`src/rtl/mem_port_arbiter.sv`:
```
// Arbiter sharing one single-port RAM between instruction fetch (IF) and load/store (MEM).
// MEM wins contention unless IF has been starved STARVE_MAX times; read data returns after MEM_LAT cycles.
module mem_port_arbiter #(
   parameter int ADDR_W     = 64,
   parameter int DATA_W     = 64,
   parameter int MEM_LAT    = 2,
   parameter int STARVE_MAX = 4
) (
   input  logic              clk,
   input  logic              reset,
   input  logic              if_req,
   input  logic [ADDR_W-1:0] if_addr,
   output logic              if_gnt,
   output logic              if_rvalid,
   output logic [31:0]       if_rdata,
   input  logic              dm_req,
   input  logic              dm_we,
   input  logic [ADDR_W-1:0] dm_addr,
   input  logic [DATA_W-1:0] dm_wdata,
   output logic              dm_gnt,
   output logic              dm_rvalid,
   output logic [DATA_W-1:0] dm_rdata,
   output logic              ram_req,
   output logic              ram_we,
   output logic [ADDR_W-1:0] ram_addr,
   output logic [DATA_W-1:0] ram_wdata,
   input  logic [DATA_W-1:0] ram_rdata,
   output logic              busy
);

   localparam int CNT_W = (MEM_LAT > 1) ? $clog2(MEM_LAT) : 1;
   localparam int STV_W = $clog2(STARVE_MAX + 1);
   localparam logic [CNT_W-1:0] CNT_LAST = CNT_W'(MEM_LAT - 1);
   localparam logic [STV_W-1:0] STV_MAX  = STV_W'(STARVE_MAX);

   typedef enum logic {IDLE, BUSY} state_t;

   state_t             state_q, state_d;
   logic [CNT_W-1:0]   cnt_q, cnt_d;
   logic [STV_W-1:0]   starve_q, starve_d;
   logic               owner_dm_q, owner_dm_d;
   logic               we_q, we_d;
   logic               done, can;

   always_ff @(posedge clk) begin
      if (!reset) begin
         state_q    <= IDLE;
         cnt_q      <= '0;
         starve_q   <= '0;
         owner_dm_q <= 1'b0;
         we_q       <= 1'b0;
      end else begin
         state_q    <= state_d;
         cnt_q      <= cnt_d;
         starve_q   <= starve_d;
         owner_dm_q <= owner_dm_d;
         we_q       <= we_d;
      end
   end

   always_comb begin
      state_d    = state_q;
      cnt_d      = cnt_q;
      starve_d   = starve_q;
      owner_dm_d = owner_dm_q;
      we_d       = we_q;
      done       = 1'b0;
      can        = 1'b0;
      if_gnt     = 1'b0;
      dm_gnt     = 1'b0;
      if_rvalid  = 1'b0;
      dm_rvalid  = 1'b0;
      if_rdata   = '0;
      dm_rdata   = '0;
      ram_req    = 1'b0;
      ram_we     = 1'b0;
      ram_addr   = '0;
      ram_wdata  = '0;
      busy       = 1'b0;

      // Outputs are gated during reset so nothing leaks out of a dropped transaction.
      if (reset) begin
         busy = (state_q == BUSY);
         done = (state_q == BUSY) && (cnt_q == CNT_LAST);
         can  = (state_q == IDLE) || done;

         if (done) begin
            state_d = IDLE;
            if (owner_dm_q) begin
               dm_rvalid = 1'b1;
               dm_rdata  = we_q ? '0 : ram_rdata;
            end else begin
               if_rvalid = 1'b1;
               if_rdata  = ram_rdata[31:0];
            end
         end else if (state_q == BUSY) begin
            cnt_d = cnt_q + CNT_W'(1);
         end

         if (can) begin
            if (dm_req && (!if_req || starve_q != STV_MAX)) dm_gnt = 1'b1;
            else if (if_req)                               if_gnt = 1'b1;
         end

         if (dm_gnt) begin
            ram_req    = 1'b1;
            ram_we     = dm_we;
            ram_addr   = dm_addr;
            ram_wdata  = dm_wdata;
            state_d    = BUSY;
            cnt_d      = '0;
            owner_dm_d = 1'b1;
            we_d       = dm_we;
         end else if (if_gnt) begin
            ram_req    = 1'b1;
            ram_addr   = if_addr;
            state_d    = BUSY;
            cnt_d      = '0;
            owner_dm_d = 1'b0;
            we_d       = 1'b0;
         end

         // Counts only grants IF lost while asking; any idle IF cycle forgives the debt.
         if (!if_req || if_gnt)                  starve_d = '0;
         else if (dm_gnt && starve_q != STV_MAX) starve_d = starve_q + STV_W'(1);
      end
   end

endmodule

```
`config.mk`:
```
export PLATFORM = sky130hd
export DESIGN_NAME = mem_port_arbiter
export DESIGN_NICKNAME = d
export VERILOG_FILES = /design/src/rtl/mem_port_arbiter.sv
export SDC_FILE = /design/constraint.sdc
export NUM_CORES = 1
export LEC_CHECK = 0
export BUFFER_PORTS_ARGS = -buffer_cell sky130_fd_sc_hd__buf_2
export CAP_MARGIN = 20
export CORE_AREA = 2 2 190 192
export CTS_CLUSTER_SIZE = 10
export DETAILED_ROUTE_END_ITERATION = 10
export DIE_AREA = 0 0 192 194
export PLACE_DENSITY_LB_ADDON = 0.3
export RECOVER_POWER = 50
export SLEW_MARGIN = 20
export SYNTH_ARGS = -nofsm -noshare
export SYNTH_HDL_FRONTEND = slang
export SYNTH_SLANG_ARGS = --single-unit
export TNS_END_PERCENT = 50
```
`constraint.sdc`:
```
create_clock -name clk -period 3.5 [get_ports clk]
set_input_delay 0.35 -clock clk [delete_from_list [all_inputs] [get_ports clk]]
set_output_delay 0.35 -clock clk [all_outputs]
set_load 0.03 [all_outputs]
```
==> results.md, run 1 <==
* VDD IR max at 0.0987 mV
* Slowest CP cell: clkbuf_2
* Net Count, Synth at 741
* Largest net degree at the start of global routing at 137
* Critical Path Start: reset
* RSZ-0062 raised after global routing: false
* Die W at 192 um
* Routed WL at 20100 um
* Routed wire per std cell at 14.7 um
* Die height at 194 um
* Reg-to-Reg Start: starve_q[0]
* DRT iter0 DRCs at 330
* DRC viols at 0
* GRT Overall Usage at 0.0969
* CP endpoint kind: output port
* Yosys warnings at 0
* Flop2flop setup slack at 1.66 ns
* Fillers at 4087
* Resized Gates After CTS at 0
* Most frequent cells in the layout: buf_2 (409), nand4_1 (131), clkbuf_1 (83)
* Clk sinks at 7
* Crit path capture: if_gnt
* Top area cells in the synthesized netlist: nand4_1 (27%), and2_1 (20%), and3_1 (14%), a21boi_0 (13%), clkbuf_1 (5.7%)
* Final GP Congestion at 0.804
* Yosys cell types at 29
* Startpoint Class: input pin
* Top sig layer: met4
* Crit path time final at 2.91 ns
* Final hold violations at 0
* Pre-antenna DRT Iters at 7
* Total number of vias at 5415
* Vias in the first global route at 4961
* Ports at 492
* Port Buffer Count at 491
* CTS tree: yes
* Initial antenna violation count at 3
* # placed instances at 1364
* Max cap viols at 0
* Post-route cell area at 5850 um2
* Setup Viol. Count Final at 0
* CP max stage delay at 1.11 ns
* Post-route ant nets at 0
* CP delay by family, top: buffers and inverters
* Starting density of the core at 0.0865
* Leakage at 3.10 nW
* Dominant cell type by area after synthesis: nand4_1
* First-pass GRT wire length at 28400 um
* Clock Skews at 0.00531 ns
* CTS HTree Levels at 1
* Layout cells sized above 1 at 0.472
* Core area at 35200 um2
* Hold Buf Count CTS at 0
* Slew HR at 0.0502
* Num rows at 69
* Worst hold path class: in2reg
* Seq cells post-synth at 7
* Commonest non-fill, non-tap cell in the layout: buf_2
* Synth top area share at 0.269
* CTS root buf: clkbuf_16
* Data arrival, critical path at 2.56 ns
* Maximum root-to-sink buffer count at 2
* WP data required at 3.15 ns
* Placed instance area at 5880 um2
* Final HPWL DP at 15500 um
* R2R depth at 6
* R2r endpoint: owner_dm_q
* Die area at 37200 um2
* Cells after Synth at 478
* Worst-path clk slew at 0.04 ns
* Final period util at 0.832
* Status: finished, final reports clean
* Flip-flop and latch area at 140 um2
* CTS buffer count at 3
* CP most frequent cell: buf_4
* Crit Path Max Fanout at 71
* Worst path bufs/invs at 4
* Post-synthesis sequential area ratio at 0.0460
* PD cells at 158 nW/um2
* Worst skew pair latency at 0.24 ns
* Postcts setup bufs at 0
* Multi-input logic area at 2560 um2
* WL met3 at 1820 um
* Post-route insts no fill at 1371
* Via density at 3.95
* Fmax at 344 MHz
* Final total power at 0.923 mW
* Area Overhead vs Synth at 92.0%
* Fin. max-slew vios at 0
* Mean Syn Cell Area at 6.37 um2
* Routed met1 length at 7930 um
* Synth Cell Area at 3050 um2
* Slew @ Worst Pin at 1.42 ns
* Fin Setup TNS at 0 ns
* CP Cell Sequence: buf_4 -> buf_4 -> clkbuf_2 -> and4_1 -> buf_2
* Setup CP Type: in2out
* CP Depth at 5
* Routed met2 length at 10100 um
* Grt ovf at 0
* Nets@finish at 1171
-- worst min path at each step --
stage / slack [ns] / from / end / cells after the start
floorplan: 0.46 / starve_q[0] / starve_q[0] / 2
global placement: 0.48 / starve_q[0] / starve_q[0] / 2
detailed placement: 0.48 / starve_q[1] / starve_q[1] / 2
CTS: 0.45 / dm_we / we_q / 3
global route: 0.50 / dm_we / we_q / 3
finish: 0.45 / dm_we / we_q / 3
-- cells in the mapped netlist --
| master | number |
|---|---|
| nand2b_1 | 1 |
| a311oi_2 | 1 |
| buf_6 | 1 |
| o21a_1 | 1 |
| o21ai_0 | 1 |
| nor2_1 | 4 |
| nand2_1 | 2 |
| a21boi_0 | 52 |
| nand4_1 | 131 |
| inv_1 | 4 |
| nand3_1 | 2 |
| buf_4 | 5 |
| and3_1 | 66 |
| a21boi_1 | 14 |
| a21bo_4 | 1 |
| dfxtp_1 | 7 |
| buf_2 | 23 |
| nor3_2 | 1 |
| and4_1 | 1 |
| a21oi_1 | 3 |
| clkbuf_1 | 46 |
| nor2b_1 | 3 |
| a31oi_1 | 2 |
| and2_1 | 99 |
| buf_1 | 1 |
| ha_1 | 2 |
| a31o_1 | 1 |
| nor3b_1 | 1 |
| o31ai_1 | 2 |
-- area by class of cell --
type,count,share of cell area
multi-input combinational,391,0.439
antenna,3,0.00128
inverter,4,0.00257
timing repair buffer,501,0.421
tap,461,0.0986
sequential,7,0.0240
clock buffer,4,0.0135
-- through the flow --
stage | util | worst slack (ns) | hold WS [ns]
finish | 0.166 | 0.590 | 0.449
floorplan | - | 1.23 | 0.461
global route | 0.166 | 0.401 | 0.505
global placement | 0.167 | 1.10 | 0.480
CTS | 0.169 | 0.875 | 0.452
detailed placement | 0.167 | 1.10 | 0.480
-- kinds of logic (layout without fill, tap and decap cells) --
| group | after synthesis | after routing | synth area share |
|---|---|---|---|
| adders and majority gates | 2 | 2 | 0.00821 |
| buffers and inverters | 80 | 509 | 0.117 |
| and+or+nand+nor | 311 | 311 | 0.635 |
| other | 0 | 3 | 0 |
| DFF | 7 | 7 | 0.0460 |
| AOI/OAI and AO/OA | 78 | 78 | 0.194 |
-- where the power goes --
group	internal [mW]	switching, mW	total [mW]
logic	0.227	0.402	0.629
clock network	0.153	0.0524	0.205
registers	0.0840	0.00448	0.0885
total	0.464	0.459	0.923
-- sequential cells by signal, indices dropped and copies added, names as in the netlist --
| register | flops |
|---|---|
| state_q | 1 |
| starve_q | 3 |
| we_q | 1 |
| cnt_q | 1 |
| owner_dm_q | 1 |
-- worst register-to-register path: cells and delay by family (launching register included) --
family	cells	cell delay [ns]
fa+ha+maj	1	0.27
compound gates	3	0.79
flops	1	0.32
buf+inv	2	0.34
-- metal layers --
layer,up-vias,track usage
met1,2449,0.116
met3,14,0.0201
met4,0,0.0158
met2,301,0.178
met5,-,0
li1,2651,-
Note: power is estimated with default switching activity, not from simulation.
==> run 2, diff against run 1 <==
Settings changed: CORE_AREA 2 2 190 192 to 2 2 193 195, DIE_AREA 0 0 192 194 to 0 0 195 197.
Clock period 3.5 ns to 2.6 ns, I/O delays scaled along.
==> run 2 against run 1 <==
Net effect:
- final area grew 1.2%
- non-clock buffer count grew 6
- highest routed layer is now met5
- clock power is 27% higher
- clock-buffer cell count stayed put
- combinational power rose by 38%
- global-route usage shrank 0.83 points
- critical path type is now reg2out
==> results.md, run 2 (same netlist as run 1, synthesis figures left out) <==
* Post-route cell area at 5920 um2
* Initial antenna violation count at 3
* CTS tree: yes
* PD cells at 211 nW/um2
* Die height at 197 um
* Startpoint Class: flip-flop
* Die area at 38400 um2
* Fin. max-slew vios at 0
* Worst hold path class: in2reg
* Commonest non-fill, non-tap cell in the layout: buf_2
* Final hold slack at 0.364 ns
* Routed WL at 19800 um
* Final total power at 1.25 mW
* Clk sinks at 7
* DRC viols at 0
* Largest net degree at the start of global routing at 71
* Worst skew pair latency at 0.23 ns
* Post-route insts no fill at 1383
* Grt ovf at 0
* Layout cells sized above 1 at 0.463
* Crit path time final at 2.37 ns
* Data arrival, critical path at 2.11 ns
* Final core utilization at 0.163
* Core area at 36300 um2
* Worst-path clk slew at 0.04 ns
* Num rows at 70
* Vias in the first global route at 4877
* Area Overhead vs Synth at 94.3%
* Top reg by flops: starve_q
* Port Buffer Count at 491
* Postcts setup bufs at 0
* Setup CP Type: reg2out
* DRT iter0 DRCs at 266
* Placed instance area at 5980 um2
* VDD IR max at 0.171 mV
* GRT Overall Usage at 0.0886
* # placed instances at 1377
* Leakage at 3.09 nW
* CTS root buf: clkbuf_16
* Crit Path Max Fanout at 24
* Ports at 492
* Final period util at 0.910
* Routed wire per std cell at 14.3 um
* Slew HR at 0.216
* Most frequent cells in the layout: buf_2 (396), nand4_1 (131), clkbuf_1 (95)
* Starting density of the core at 0.0840
* Flop2flop setup slack at 0.85 ns
* CTS buffer count at 3
* CTS HTree Levels at 1
* Final hold violations at 0
* Setup Viol. Count Final at 0
* WP data required at 2.34 ns
* Fin Setup TNS at 0 ns
* Pre-antenna DRT Iters at 5
* Nets@finish at 1178
* Final WS setup at 0.233 ns
* Max reg flops at 3
* Max cap viols at 0
* Via density at 4.00
* Total number of vias at 5529
* Post-route ant nets at 0
* Status: finished, final reports clean
* Clock Skews at 0.000384 ns
* RSZ-0062 raised after global routing: false
* Final GP Congestion at 0.803
* First-pass GRT wire length at 27100 um
* CP endpoint kind: output port
* Maximum root-to-sink buffer count at 2
* Final HPWL DP at 15600 um
* Fmax at 422 MHz
* Die W at 195 um
* Pre-CTS WS at 0.296 ns
* Resized Gates After CTS at 0
* Slew @ Worst Pin at 1.18 ns
## run 2: changes by cell type in the layout (fill, tap and decap cells not counted)
cell,previous run,this run
buf_2,409,396
nor3_2,1,0
and2_0,25,14
and2_1,74,85
nor3_4,0,1
clkbuf_4,0,1
diode_2,3,1
buf_4,6,8
a21bo_2,0,1
clkbuf_2,1,3
clkbuf_1,83,95
buf_12,3,5
## run 2: layout make-up
type	instances	area (um2)
multi-input combinational	392	2580
timing repair buffer	507	2520
clock buffer	4	78.8
antenna	1	2.50
sequential	7	140
tap	468	586
fill	4264	30300
inverter	4	15.0
## run 2: routing by layer
metal  vias up  share of wire  GRT usage
li1       2660              -          -
met2       332           0.49      0.156
met3        42          0.079     0.0212
met5         -         0.0011          0
met4         4          0.046     0.0427
met1      2491           0.39      0.101
## run 2: path summary, 6_finish.rpt
kind,from,end,depth (start not counted)
max,starve_q[0],ram_addr[18],7
min,dm_we,we_q,3
max reg2reg,starve_q[0],starve_q[2],5
min reg2reg,starve_q[0],starve_q[0],2
## run 2: worst max-delay path: stages (launching register included)
cell and delay [ns]:
dfxtp_1 0.31, inv_1 0.07, ha_1 0.29, a21bo_4 0.40
buf_4 0.24, nand4_1 0.12, a21boi_0 0.21, buf_2 0.23
## run 2: what timing repair did
item | in CTS | in global routing
setup endpoints to repair | 0 | 20
hold buffers | 0 | 0
endpoints found under the hold margin | 0 | 0
## run 2: power breakdown
group | switching (mW) | internal [mW]
Sequential | 0.00492 | 0.113
Combinational | 0.548 | 0.324
Clock | 0.0572 | 0.204
Total | 0.610 | 0.641
==> run 3, diff against run 2 <==
Settings changed: CELL_PAD_IN_SITES_DETAIL_PLACEMENT set to 1, CELL_PAD_IN_SITES_GLOBAL_PLACEMENT set to 1, CORE_AREA 2 2 193 195 to 2 2 189 191, DIE_AREA 0 0 195 197 to 0 0 191 193.
==> run 3 against run 2 <==
Net effect:
- sequential share of layout area hardly changed
- first-iteration DRC count is 32% lower
- register-to-register slack worse by 0.12 ns
- flip-flop and latch count stayed put
- combinational power is 1% higher
- utilization is 0.66 points higher
- critical path type unchanged
==> results.md, run 3 (same netlist as run 1, synthesis figures left out) <==
* Status: finished, final reports clean
* Worst-path clk slew at 0.04 ns
* Final WS setup at 0.222 ns
* Max cap viols at 0
* Vias in the first global route at 5381
* GRT Overall Usage at 0.106
* VDD IR max at 0.151 mV
* Top reg by flops: starve_q
* Die W at 191 um
* Largest net degree at the start of global routing at 96
* DRC viols at 0
* Clock Skews at 0.00508 ns
* Port Buffer Count at 491
* Starting density of the core at 0.0871
* CTS HTree Levels at 1
* Slowest CP cell: ha_1
* CP endpoint kind: output port
* Routed wire per std cell at 16.6 um
* Pre-CTS WS at 0.298 ns
* Nets@finish at 1181
* Post-route ant nets at 0
* Grt ovf at 0
* Pre-antenna DRT Iters at 4
* Crit Path Max Fanout at 13
* Layout cells sized above 1 at 0.475
* Core area at 35000 um2
* Routed WL at 22900 um
* Ports at 492
* Via density at 4.01
* Initial antenna violation count at 3
* Crit path time final at 2.38 ns
* CTS root buf: clkbuf_16
* Die area at 36900 um2
* Area Overhead vs Synth at 95.0%
* PD cells at 213 nW/um2
* Commonest non-fill, non-tap cell in the layout: buf_2
* Die height at 193 um
* Final hold violations at 0
* First-pass GRT wire length at 31200 um
* Fillers at 4450
* CTS buffer count at 3
* Final hold slack at 0.374 ns
* Slew HR at 0.452
* WP data required at 2.34 ns
* Setup CP Type: reg2out
* Final core utilization at 0.170
* Clk sinks at 7
* CTS tree: yes
* Total number of vias at 5532
* Final period util at 0.914
* Slew @ Worst Pin at 0.822 ns
* DRT iter0 DRCs at 180
* Maximum root-to-sink buffer count at 2
* Num rows at 69
* Final HPWL DP at 18100 um
* Data arrival, critical path at 2.12 ns
* Startpoint Class: flip-flop
* RSZ-0062 raised after global routing: false
* Final GP Congestion at 0.740
* Worst skew pair latency at 0.23 ns
* Critical Path Start: starve_q[0]
* Setup Viol. Count Final at 0
* Most frequent cells in the layout: buf_2 (398), nand4_1 (131), clkbuf_1 (84)
* Fmax at 421 MHz
* Leakage at 3.14 nW
* Max reg flops at 3
* Worst hold path class: in2reg
* Fin Setup TNS at 0 ns
* Worst Hold Launch: dm_we
* Fin. max-slew vios at 0
* Reg-to-Reg Start: starve_q[0]
* CP max stage delay at 0.37 ns
* CP Cell Sequence: inv_1 -> ha_1 -> a21bo_4 -> buf_4 -> nand4_1 -> a21boi_0 -> buf_2
==> run 3: cell count changes in the layout (fill, tap and decap cells not counted) <==
| cell | previous run | this run |
|---|---|---|
| a21bo_4 | 1 | 2 |
| a21boi_0 | 52 | 50 |
| a21boi_1 | 14 | 16 |
| a311oi_1 | 0 | 1 |
| a311oi_2 | 1 | 0 |
| and2_0 | 14 | 16 |
| and2_1 | 85 | 83 |
| buf_12 | 5 | 4 |
| buf_2 | 396 | 398 |
| buf_4 | 8 | 12 |
| clkbuf_1 | 95 | 84 |
| clkbuf_2 | 3 | 11 |
==> run 3: worst max-delay path: cells and delay by family (launching register included) <==
family / cells / cell delay, ns
flops: 1 / 0.32
fa+ha+maj: 1 / 0.37
simple gates: 1 / 0.10
compound gates: 2 / 0.57
buf+inv: 3 / 0.53
==> run 3: repair_timing <==
action,CTS,global route
setup endpoints to repair,0,19
setup buffers,0,0
hold buffers,0,0
resized for setup,0,3
==> run 3: final cells by class <==
type,instances,area [um2],area share
multi-input cells,393,2590,0.436
repair buffers,509,2540,0.427
clock buffers,4,78.8,0.0133
well taps,461,577,0.0971
inverters,4,15.0,0.00253
flip-flops and latches,7,140,0.0236
diodes,1,2.50,0.000421
==> run 3: per-layer routing <==
metal  track usage  share of wire
met1         0.125           0.39
met2         0.197           0.51
met3        0.0221          0.081
met4        0.0185          0.013
met5             0        0.00057
==> run 3: path summary, 6_finish.rpt <==
path	slack, ns	end	cells after the start
setup / recovery	0.22	ram_addr[44]	7
hold / removal	0.37	we_q	3
setup reg to reg	0.73	starve_q[2]	6
hold reg to reg	0.49	starve_q[1]	2
==> run 3: power by group <==
group,total [mW],switching (mW),internal (mW)
clock network,0.262,0.0583,0.204
registers,0.118,0.00488,0.113
logic,0.883,0.557,0.326
total,1.26,0.620,0.643
==> run 3: per-stage QoR <==
stage                     total power [mW]  cells  area (um2)
after floorplan                      0.610    478        3050
after global placement                1.00   1372        5960
after detailed placement              1.01   1372        5960
after CTS                             1.28   1376        6040
after global routing                  1.36   1378        5940
final                                 1.26   1379        5940
